File: src/rtl/pipeline_stall_ctrl.sv
// Stall/flush controller for an N-stage in-order pipeline. It drives the
// per-stage register enables and bubble strobes, and tracks a valid bit per stage.
module pipeline_stall_ctrl #(
  parameter int STAGES      = 5,
  parameter int EXE_IDX     = 2,
  parameter int FLUSH_DEPTH = 1,
  parameter int MC_W        = 6,
  parameter int CNT_W       = 32
) (
  input  logic              clk,
  input  logic              reset,
  input  logic              ena,
  input  logic              load_use_hazard,
  input  logic              mc_start,
  input  logic [MC_W-1:0]   mc_cycles,
  input  logic              flush_req,
  output logic [STAGES-1:0] stage_ena,
  output logic [STAGES-1:0] stage_bubble,
  output logic [STAGES-1:0] stage_valid,
  output logic              mc_busy,
  output logic [CNT_W-1:0]  stall_cnt
);

  typedef enum logic {
    IDLE = 1'b0,
    BUSY = 1'b1
  } mc_state_t;

  mc_state_t         mc_state;
  logic [MC_W-1:0]   mc_cnt;
  logic              mc_done;
  logic              flush_pend;
  logic [STAGES-1:0] valid_q;

  logic              launch;
  logic              hold;
  logic              flush_eff;
  logic              load_use;
  logic              exe_advance;
  logic [STAGES-1:0] ena_n;
  logic [STAGES-1:0] bub_n;

  // Priority: multi-cycle hold, then flush, then load-use interlock.
  always_comb begin
    launch    = (mc_state == IDLE) && ena && mc_start && valid_q[EXE_IDX] &&
                (mc_cycles != '0) && !mc_done;
    hold      = launch || (mc_state == BUSY);
    flush_eff = (flush_req || flush_pend) && !hold && ena;
    load_use  = load_use_hazard && valid_q[1] && !hold;
    ena_n     = '0;
    bub_n     = '0;
    if (reset && ena) begin
      ena_n = '1;
      if (hold) begin
        for (int i = 0; i <= EXE_IDX; i++) ena_n[i] = 1'b0;
        bub_n[EXE_IDX+1] = 1'b1;
      end else if (flush_eff) begin
        for (int i = 1; i <= FLUSH_DEPTH; i++) bub_n[i] = 1'b1;
      end else if (load_use) begin
        for (int i = 0; i < EXE_IDX; i++) ena_n[i] = 1'b0;
        bub_n[EXE_IDX] = 1'b1;
      end
    end
  end

  assign stage_ena    = ena_n;
  assign stage_bubble = bub_n;
  assign mc_busy      = reset && hold;
  assign stage_valid  = valid_q;
  assign exe_advance  = ena_n[EXE_IDX+1] && !bub_n[EXE_IDX+1];

  always_ff @(posedge clk or negedge reset) begin
    if (!reset) begin
      valid_q <= '0;
    end else begin
      if (ena_n[0]) valid_q[0] <= 1'b1;
      for (int i = 1; i < STAGES; i++)
        if (ena_n[i]) valid_q[i] <= bub_n[i] ? 1'b0 : valid_q[i-1];
    end
  end

  // mc_done blocks a relaunch of the instruction that just finished its hold
  // until it has moved past the execute register.
  always_ff @(posedge clk or negedge reset) begin
    if (!reset) begin
      mc_state <= IDLE;
      mc_cnt   <= '0;
      mc_done  <= 1'b0;
    end else if (ena) begin
      case (mc_state)
        IDLE: begin
          if (launch) begin
            mc_cnt <= mc_cycles - MC_W'(1);
            if (mc_cycles == MC_W'(1)) mc_done <= 1'b1;
            else mc_state <= BUSY;
          end
        end
        BUSY: begin
          mc_cnt <= mc_cnt - MC_W'(1);
          if (mc_cnt == MC_W'(1)) begin
            mc_state <= IDLE;
            mc_done  <= 1'b1;
          end
        end
        default: mc_state <= IDLE;
      endcase
      if (exe_advance) mc_done <= 1'b0;
    end
  end

  always_ff @(posedge clk or negedge reset) begin
    if (!reset) begin
      flush_pend <= 1'b0;
      stall_cnt  <= '0;
    end else begin
      flush_pend <= flush_eff ? 1'b0 : (flush_pend || flush_req);
      if (ena && !ena_n[0] && (stall_cnt != '1))
        stall_cnt <= stall_cnt + CNT_W'(1);
    end
  end

endmodule

File: config.mk
export PLATFORM = sky130hd
export DESIGN_NAME = pipeline_stall_ctrl
export DESIGN_NICKNAME = d
export VERILOG_FILES = /design/src/rtl/pipeline_stall_ctrl.sv
export SDC_FILE = /design/constraint.sdc
export NUM_CORES = 1
export LEC_CHECK = 0
export ABC_AREA = 1
export BUFFER_PORTS_ARGS = -buffer_cell sky130_fd_sc_hd__buf_2
export CORE_ASPECT_RATIO = 0.8
export CORE_MARGIN = 2
export CORE_UTILIZATION = 56
export CTS_BUF_LIST = sky130_fd_sc_hd__clkbuf_4 sky130_fd_sc_hd__clkbuf_8 sky130_fd_sc_hd__clkbuf_16
export CTS_CLUSTER_DIAMETER = 100
export CTS_CLUSTER_SIZE = 20
export DETAILED_ROUTE_END_ITERATION = 10
export PLACE_DENSITY = 0.87
export RECOVER_POWER = 100
export SLEW_MARGIN = 20
export SYNTH_ARGS = -nofsm -noshare
export SYNTH_HDL_FRONTEND = slang
export SYNTH_SLANG_ARGS = --single-unit
export TNS_END_PERCENT = 10
File: constraint.sdc
create_clock -name clk -period 2.1 [get_ports clk]
set_input_delay 0.21 -clock clk [delete_from_list [all_inputs] [get_ports clk]]
set_output_delay 0.21 -clock clk [all_outputs]
set_load 0.01 [all_outputs]
==> metrics.md, run 1 <==
| Metric | Value |
|---|---|
| Status | `finished, final reports clean` |
| Leak pwr | `1.82 nW` |
| Post-synth top cells | `nand2_1, nor2_1, dfrtp_1, inv_1, nand3_1` |
| Power Dens Cells | `826 nW/um2` |
| Top Metal Used | `met4` |
| Fin. Hold Viols | `0` |
| Initial core utilization | `0.580` |
| Post-Synthesis Cells | `472` |
| Delay-heaviest family, CP | `simple AND/OR/NAND/NOR gates` |
| Post-route minimum period | `1.92 ns` |
| Number of global-route vias before repair | `2734` |
| Post-synth top flop | `dfrtp_1` |
| Number of flops mapped to enable cells by yosys | `0` |
| Slack of the critical path | `around 0.18 ns` |
| Setup Crit Path Kind | `flop to primary output` |
| Clock sink count | `46` |
| Total GRT Usage | `0.260` |
| Via density | `5.23` |
| # rows | `24` |
| Worst-skew pair later-pin latency | `just over 0.3 ns` |
| Critical Path RT | `1.89 ns` |
| Die Wd | `87.9 um` |
| Levels on crit path | `9` |
| CP max-delay cell | `dfrtp_2` |
| Tcrit/Tclk final | `0.916` |
| Reg2Reg Setup Slack | `0.22 ns` |
| Bufs on Longest Clock Path | `2` |
| Netlist cell types | `34` |
| Root Buffer | `clkbuf_8` |
| Critical Path Sink | `stage_bubble[2]` |
| Top-area cell type share of the netlist area | `0.365` |
| Pre-CTS setup slack | `roughly 0.19 ns` |
| Worst reg2reg path depth | `11` |
| Multi-input gate area | `about 1800 um2` |
| Count leader, synth | `nand2_1` |
| Arr. time, crit path | `about 1.7 ns` |
| N_diodes | `0` |
| Global-route wire length before repair | `12.9 mm` |
| TritonCTS clock tree | `built` |
| Iter 0 DRT Violations | `295` |
| Fmax | `0.520 GHz` |
| Met3 WL | `664 um` |
| CP startpoint kind | `flop` |
| Gpl congestion | `1.02` |
| Die area | `6250 um2` |
| Share of post-route cells with drive strength above 1 | `0.101` |
| Mapped Area | `3150 um2` |
| CP cell instances | `clkinv_1, nand2_1, nor2_1, nand2_1, nand2_1, nor2_2, inv_1, nor2_1, buf_2` |
| Die height | `71.1 um` |
| Fill cell count | `502` |
| Worst vdd ir | `417 uV` |
| Core area | `5440 um2` |
| Drt total wl | `8.12 mm` |
| Reg clk slew, reported paths | `~0.09 ns` |
| DR WL met2 | `roughly 3.5 mm` |
| Async set-reset flop share out of synthesis | `1.00` |
| Least-Margin Pin Slew | `approximately 1.1 ns` |
| FF/Latch Area | `1150 um2` |
| Synth Register Bits | `46` |
| Crit path launch | `mc_state` |
| Dpl hpwl | `~5.9 mm` |
| Worst R2R Start | `stall_cnt[1]` |
| Total gr overflow | `0` |
| Drt pass-1 iters | `5` |
| Slew margin rel. | `0.234` |
| CP Max Fanout | `5` |
| DRC viols | `0` |
| Setup TNS | `0 ns` |
| NumNets Final | `553` |
| Most used cell, CP | `nand2_1` |
| Largest net degree at the start of global routing | `48` |
| Max cap viols | `0` |
| Via count | `3213` |
| Leading area contributor after synthesis | `dfrtp_1` |
| Mean Syn Cell Area | `about 6.7 um2` |
| Synth area leaders | `dfrtp_1, nand2_1, nor2_1` |
| RSZ-0062 raised after global routing | `true` |
| Wire per inst | `13.2 um` |
| Initial antenna violation count | `0` |
| Port bufs | `57` |
| # setup viols final | `0` |
| H-tree depth | `2` |
| Metal-1 WL | `3.87 mm` |
| Reg-to-reg endpoint | `stall_cnt[9]` |
| Pins Over Slew Limit | `0` |
| Yosys warns | `0` |
| Crit end category | `primary output` |
| Area Growth Syn to Fin | `15.3%` |
| Hold/Removal Path Class | `input pin to flop` |
| CP peak stage delay | `0.40 ns` |
| IO Count | `60` |
| Post-synthesis sequential area ratio | `0.365` |
| Post-DRT Antenna Nets | `0` |
| Clock Skews | `0.00560 ns` |
| Num CTS Buffers | `5` |
| CP bufs+invs | `3` |
## stage by stage
stage | util | hold WS [ns] | cells | area (um2) | power, mW
floorplan | - | -0.0856 | 473 | 3160 | 1.83
global placement | 0.643 | 0.361 | 603 | 3490 | 2.08
detailed placement | 0.643 | 0.374 | 603 | 3490 | 2.13
CTS | 0.669 | 0.0425 | 611 | 3640 | 2.95
global route | 0.669 | 0.283 | 614 | 3630 | 3.20
finish | 0.669 | 0.242 | 614 | 3630 | 3.00
## registers in the layout (all words and copies together), names as in the netlist
register / count
mc_cnt: 6
stall_cnt: 32
stage_valid: 5
flush_pend: 1
mc_done: 1
mc_state: 1
## tightest hold or removal path, stage by stage
cell and delay, ns:
buf_2 0.10, o21ai_0 0.07, nand2_1 0.06, o21ai_0 0.07
## worst min path at each step
stage	start	end	slack, ns	cells after the start
after detailed placement	reset	flush_pend	0.37	2
after global routing	flush_req	flush_pend	0.28	4
after global placement	reset	stage_valid[3]	0.36	2
after floorplan	reset	flush_pend	-0.09	0
after CTS	reset	flush_pend	0.04	2
final	mc_cycles[0]	mc_cnt[0]	0.24	4
## layout by cell type, fill, tap and decap left out, types with 3 or more instances in the layout
cell / count
inv_1: 35
nand3b_1: 9
nor2_1: 61
xnor2_1: 5
xor2_1: 14
nand3_1: 15
a21oi_1: 4
buf_4: 9
clkbuf_1: 38
buf_2: 20
nand2_1: 212
dfrtp_1: 45
nand4_1: 13
nor3_1: 5
o21ai_0: 13
ha_1: 5
nand3_2: 3
clkbuf_8: 6
## cell families after synthesis
kind of cell / after synthesis / share of synthesized area
fa+ha+maj: 6 / 0.0238
other cells: 1 / 0.00119
flops: 46 / 0.365
simple gates: 327 / 0.440
xor+xnor: 19 / 0.0528
compound gates: 21 / 0.0361
buf+inv: 52 / 0.0806
## power breakdown
group	internal (mW)	switching [mW]
Combinational	0.367	0.606
Clock	0.507	0.308
Sequential	1.04	0.170
Total	1.92	1.08
## repair_timing
action                                  CTS  global route
endpoints found under the setup margin    1            36
gates cloned                              0             1
gates resized for setup                   1             5
hold buffers                              0             0
buffers inserted                          0             2
## per-layer routing
metal / GRT usage / vias up
li1: - / 1600
met1: 0.403 / 1457
met3: 0.0478 / 15
met2: 0.384 / 141
met5: 0 / -
met4: 0.0479 / 0
## area by class of cell
| class | instances | share of cell area |
|---|---|---|
| Sequential cell | 46 | 0.317 |
| Multi-Input combinational cell | 376 | 0.491 |
| Clock buffer | 6 | 0.0227 |
| Inverter | 38 | 0.0392 |
| Clock inverter | 2 | 0.0165 |
| Tap cell | 78 | 0.0269 |
| Timing Repair Buffer | 68 | 0.0867 |
Power figures use the tool's default switching activity.
==> inputs of run 2 (changes only) <==
--- a/config.mk
+++ b/config.mk
@@ -15,8 +15,7 @@
 export CTS_CLUSTER_SIZE = 20
 export DETAILED_ROUTE_END_ITERATION = 10
 export PLACE_DENSITY = 0.87
-export RECOVER_POWER = 100
-export SLEW_MARGIN = 20
+export RECOVER_POWER = 50
 export SYNTH_ARGS = -nofsm -noshare
 export SYNTH_HDL_FRONTEND = slang
 export SYNTH_SLANG_ARGS = --single-unit
==> metrics.md, run 2 (synthesis gave the netlist of run 1 again) <==
| Metric | Value |
|---|---|
| Status | `finished, final reports clean (unchanged)` |
| Setup Crit Path Kind | `flop to primary output (unchanged)` |
| CP cell instances | `clkinv_1, nand2_1, nor2_1, nand2_1, nand2_1, nor2_2, inv_1, nor2_1, buf_2 (unchanged)` |
| RSZ-0062 raised after global routing | `true (unchanged)` |
| Commonest non-fill, non-tap cell in the layout | `nand2_1 (unchanged)` |
| Core area | `5440 um2 (unchanged)` |
| Number of global-route vias before repair | `2734 (unchanged)` |
| Least-Margin Pin Slew | `1.13 ns (was 1.15 ns)` |
| Root Buffer | `clkbuf_8 (unchanged)` |
| Worst R2R Start | `stall_cnt[1] (unchanged)` |
| Placed cell area | `3490 um2 (unchanged)` |
| Dpl hpwl | `5.87 mm (unchanged)` |
| Setup TNS | `0 ns (unchanged)` |
| Via count | `3198 (was 3213)` |
| Clock sink count | `46 (unchanged)` |
| Hold/Removal Path Class | `input pin to flop (unchanged)` |
| Share of post-route cells with drive strength above 1 | `0.132 (was 0.101)` |
| Gpl congestion | `1.02 (unchanged)` |
| Reg2Reg Setup Slack | `0.22 ns (about the same)` |
| Reg clk slew, reported paths | `0.09 ns (about the same)` |
| H-tree depth | `2 (unchanged)` |
| Crit path launch | `mc_state (unchanged)` |
| Crit end category | `primary output (unchanged)` |
| Commonest cells after routing, fill and taps aside | `nand2_1, nor2_1, dfrtp_1 (unchanged)` |
| N_diodes | `0 (unchanged)` |
| Fill cell count | `489 (was 502)` |
| DRC viols | `0 (unchanged)` |
| Max reg flops | `32 (unchanged)` |
| Total Power | `3.01 mW (was 3.00 mW)` |
| Total gr overflow | `0 (unchanged)` |
| Die area | `6250 um2 (unchanged)` |
| CP max-delay cell | `dfrtp_2 (unchanged)` |
| Wire per inst | `13.2 um (about the same)` |
| CP Max Fanout | `5 (unchanged)` |
| Most used cell, CP | `nand2_1 (unchanged)` |
| Worst vdd ir | `416 uV (was 417 uV)` |
| Fin. Hold Viols | `0 (unchanged)` |
| Slack of the critical path | `0.183 ns (was 0.176 ns)` |
| Post-route minimum period | `1.92 ns (about the same)` |
| Design area | `3660 um2 (was 3630 um2)` |
| Num CTS Buffers | `5 (unchanged)` |
| Die Wd | `87.9 um (unchanged)` |
| Largest net degree at the start of global routing | `48 (unchanged)` |
| Iter 0 DRT Violations | `298 (was 295)` |
| Worst Hold Margin | `0.245 ns (was 0.242 ns)` |
| Slew margin rel. | `0.244 (was 0.234)` |
| Delay-heaviest family, CP | `simple AND/OR/NAND/NOR gates (unchanged)` |
| Worst-skew pair later-pin latency | `0.30 ns (was 0.31 ns)` |
| Pins Over Slew Limit | `0 (unchanged)` |
| TritonCTS clock tree | `built (unchanged)` |
| Fin cells | `614 (unchanged)` |
| Port bufs | `57 (unchanged)` |
| Largest Register | `stall_cnt (unchanged)` |
| Fmax | `0.522 GHz (was 0.520 GHz)` |
| Levels on crit path | `9 (unchanged)` |
| Initial core utilization | `0.580 (unchanged)` |
| Critical Path Sink | `stage_bubble[2] (unchanged)` |
| Pre-CTS setup slack | `0.192 ns (unchanged)` |
| Post-DRT Antenna Nets | `0 (unchanged)` |
| Placed Cells incl. Taps | `603 (unchanged)` |
| Leak pwr | `1.89 nW (was 1.82 nW)` |
| Drt pass-1 iters | `5 (unchanged)` |
| Die height | `71.1 um (unchanged)` |
| Drt total wl | `8.08 mm (was 8.12 mm)` |
| IO Count | `60 (unchanged)` |
| Worst reg2reg path depth | `11 (unchanged)` |
| Initial antenna violation count | `0 (unchanged)` |
| Clock Skews | `0.00574 ns (was 0.00560 ns)` |
| Power Dens Cells | `824 nW/um2 (was 826 nW/um2)` |
| CP peak stage delay | `0.40 ns (about the same)` |
| Total GRT Usage | `0.260 (unchanged)` |
| CP bufs+invs | `3 (unchanged)` |
| Critical Path RT | `1.89 ns (about the same)` |
| Final core utilization | `0.673 (was 0.669)` |
| Global-route wire length before repair | `12.9 mm (unchanged)` |
| Tcrit/Tclk final | `0.913 (was 0.916)` |
| Bufs on Longest Clock Path | `2 (unchanged)` |
| # rows | `24 (unchanged)` |
| Via density | `5.21 (was 5.23)` |
| NumNets Final | `553 (unchanged)` |
| Area Growth Syn to Fin | `16.1% (was 15.3%)` |
| Reg-to-reg endpoint | `stall_cnt[9] (unchanged)` |
| Arr. time, crit path | `1.71 ns (about the same)` |
| CP startpoint kind | `flop (unchanged)` |
| # setup viols final | `0 (unchanged)` |
| Max cap viols | `0 (unchanged)` |
-- run 2: cell types whose count changed in the layout (fill, tap and decap cells not counted), sizes merged --
cell    previous run  this run
clkbuf            45        28
buf               29        46
-- run 2: area by class of cell --
type | count | area [um2] | share of cell area
timing repair buffer | 68 | 339 | 0.0927
clock inverter | 2 | 60.1 | 0.0164
tap | 78 | 97.6 | 0.0267
inverter | 38 | 143 | 0.0390
clock buffer | 6 | 82.6 | 0.0226
sequential | 46 | 1150 | 0.315
multi-input combinational | 376 | 1780 | 0.488
-- run 2: power breakdown --
| group | internal, mW | total, mW | switching, mW |
|---|---|---|---|
| Clock | 0.508 | 0.814 | 0.306 |
| Sequential | 1.04 | 1.21 | 0.169 |
| Combinational | 0.381 | 0.986 | 0.605 |
-- run 2: how the worst min path moves through the flow --
stage          cells after the start  slack, ns             end    startpoint
2_1_floorplan                      0      -0.09      flush_pend         reset
3_3_place_gp                       2       0.36  stage_valid[3]         reset
3_5_place_dp                       2       0.37      flush_pend         reset
4_1_cts                            2       0.04      flush_pend         reset
5_1_grt                            4       0.28      flush_pend     flush_req
6_report                           4       0.25       mc_cnt[0]  mc_cycles[0]
-- run 2: what timing repair did --
action	in CTS	in global routing
setup buffers	0	2
gates resized for setup	1	5
endpoints found under the setup margin	1	36
cloned	0	1
endpoints found under the hold margin	0	0
hold buffers	0	0
-- run 2: worst min-delay path: cells and delay by family --
family | cells | cell delay (ns)
AOI/OAI and AO/OA | 2 | 0.14
buffers and inverters | 1 | 0.10
and+or+nand+nor | 1 | 0.06
-- run 2: metal layers --
| metal | vias up | track usage | wire length [um] |
|---|---|---|---|
| li1 | 1604 | - | - |
| met1 | 1450 | 0.403 | 3870 |
| met2 | 131 | 0.384 | 3450 |
| met4 | 0 | 0.0479 | 109 |
| met3 | 13 | 0.0478 | 641 |
| met5 | - | 0 | 0 |
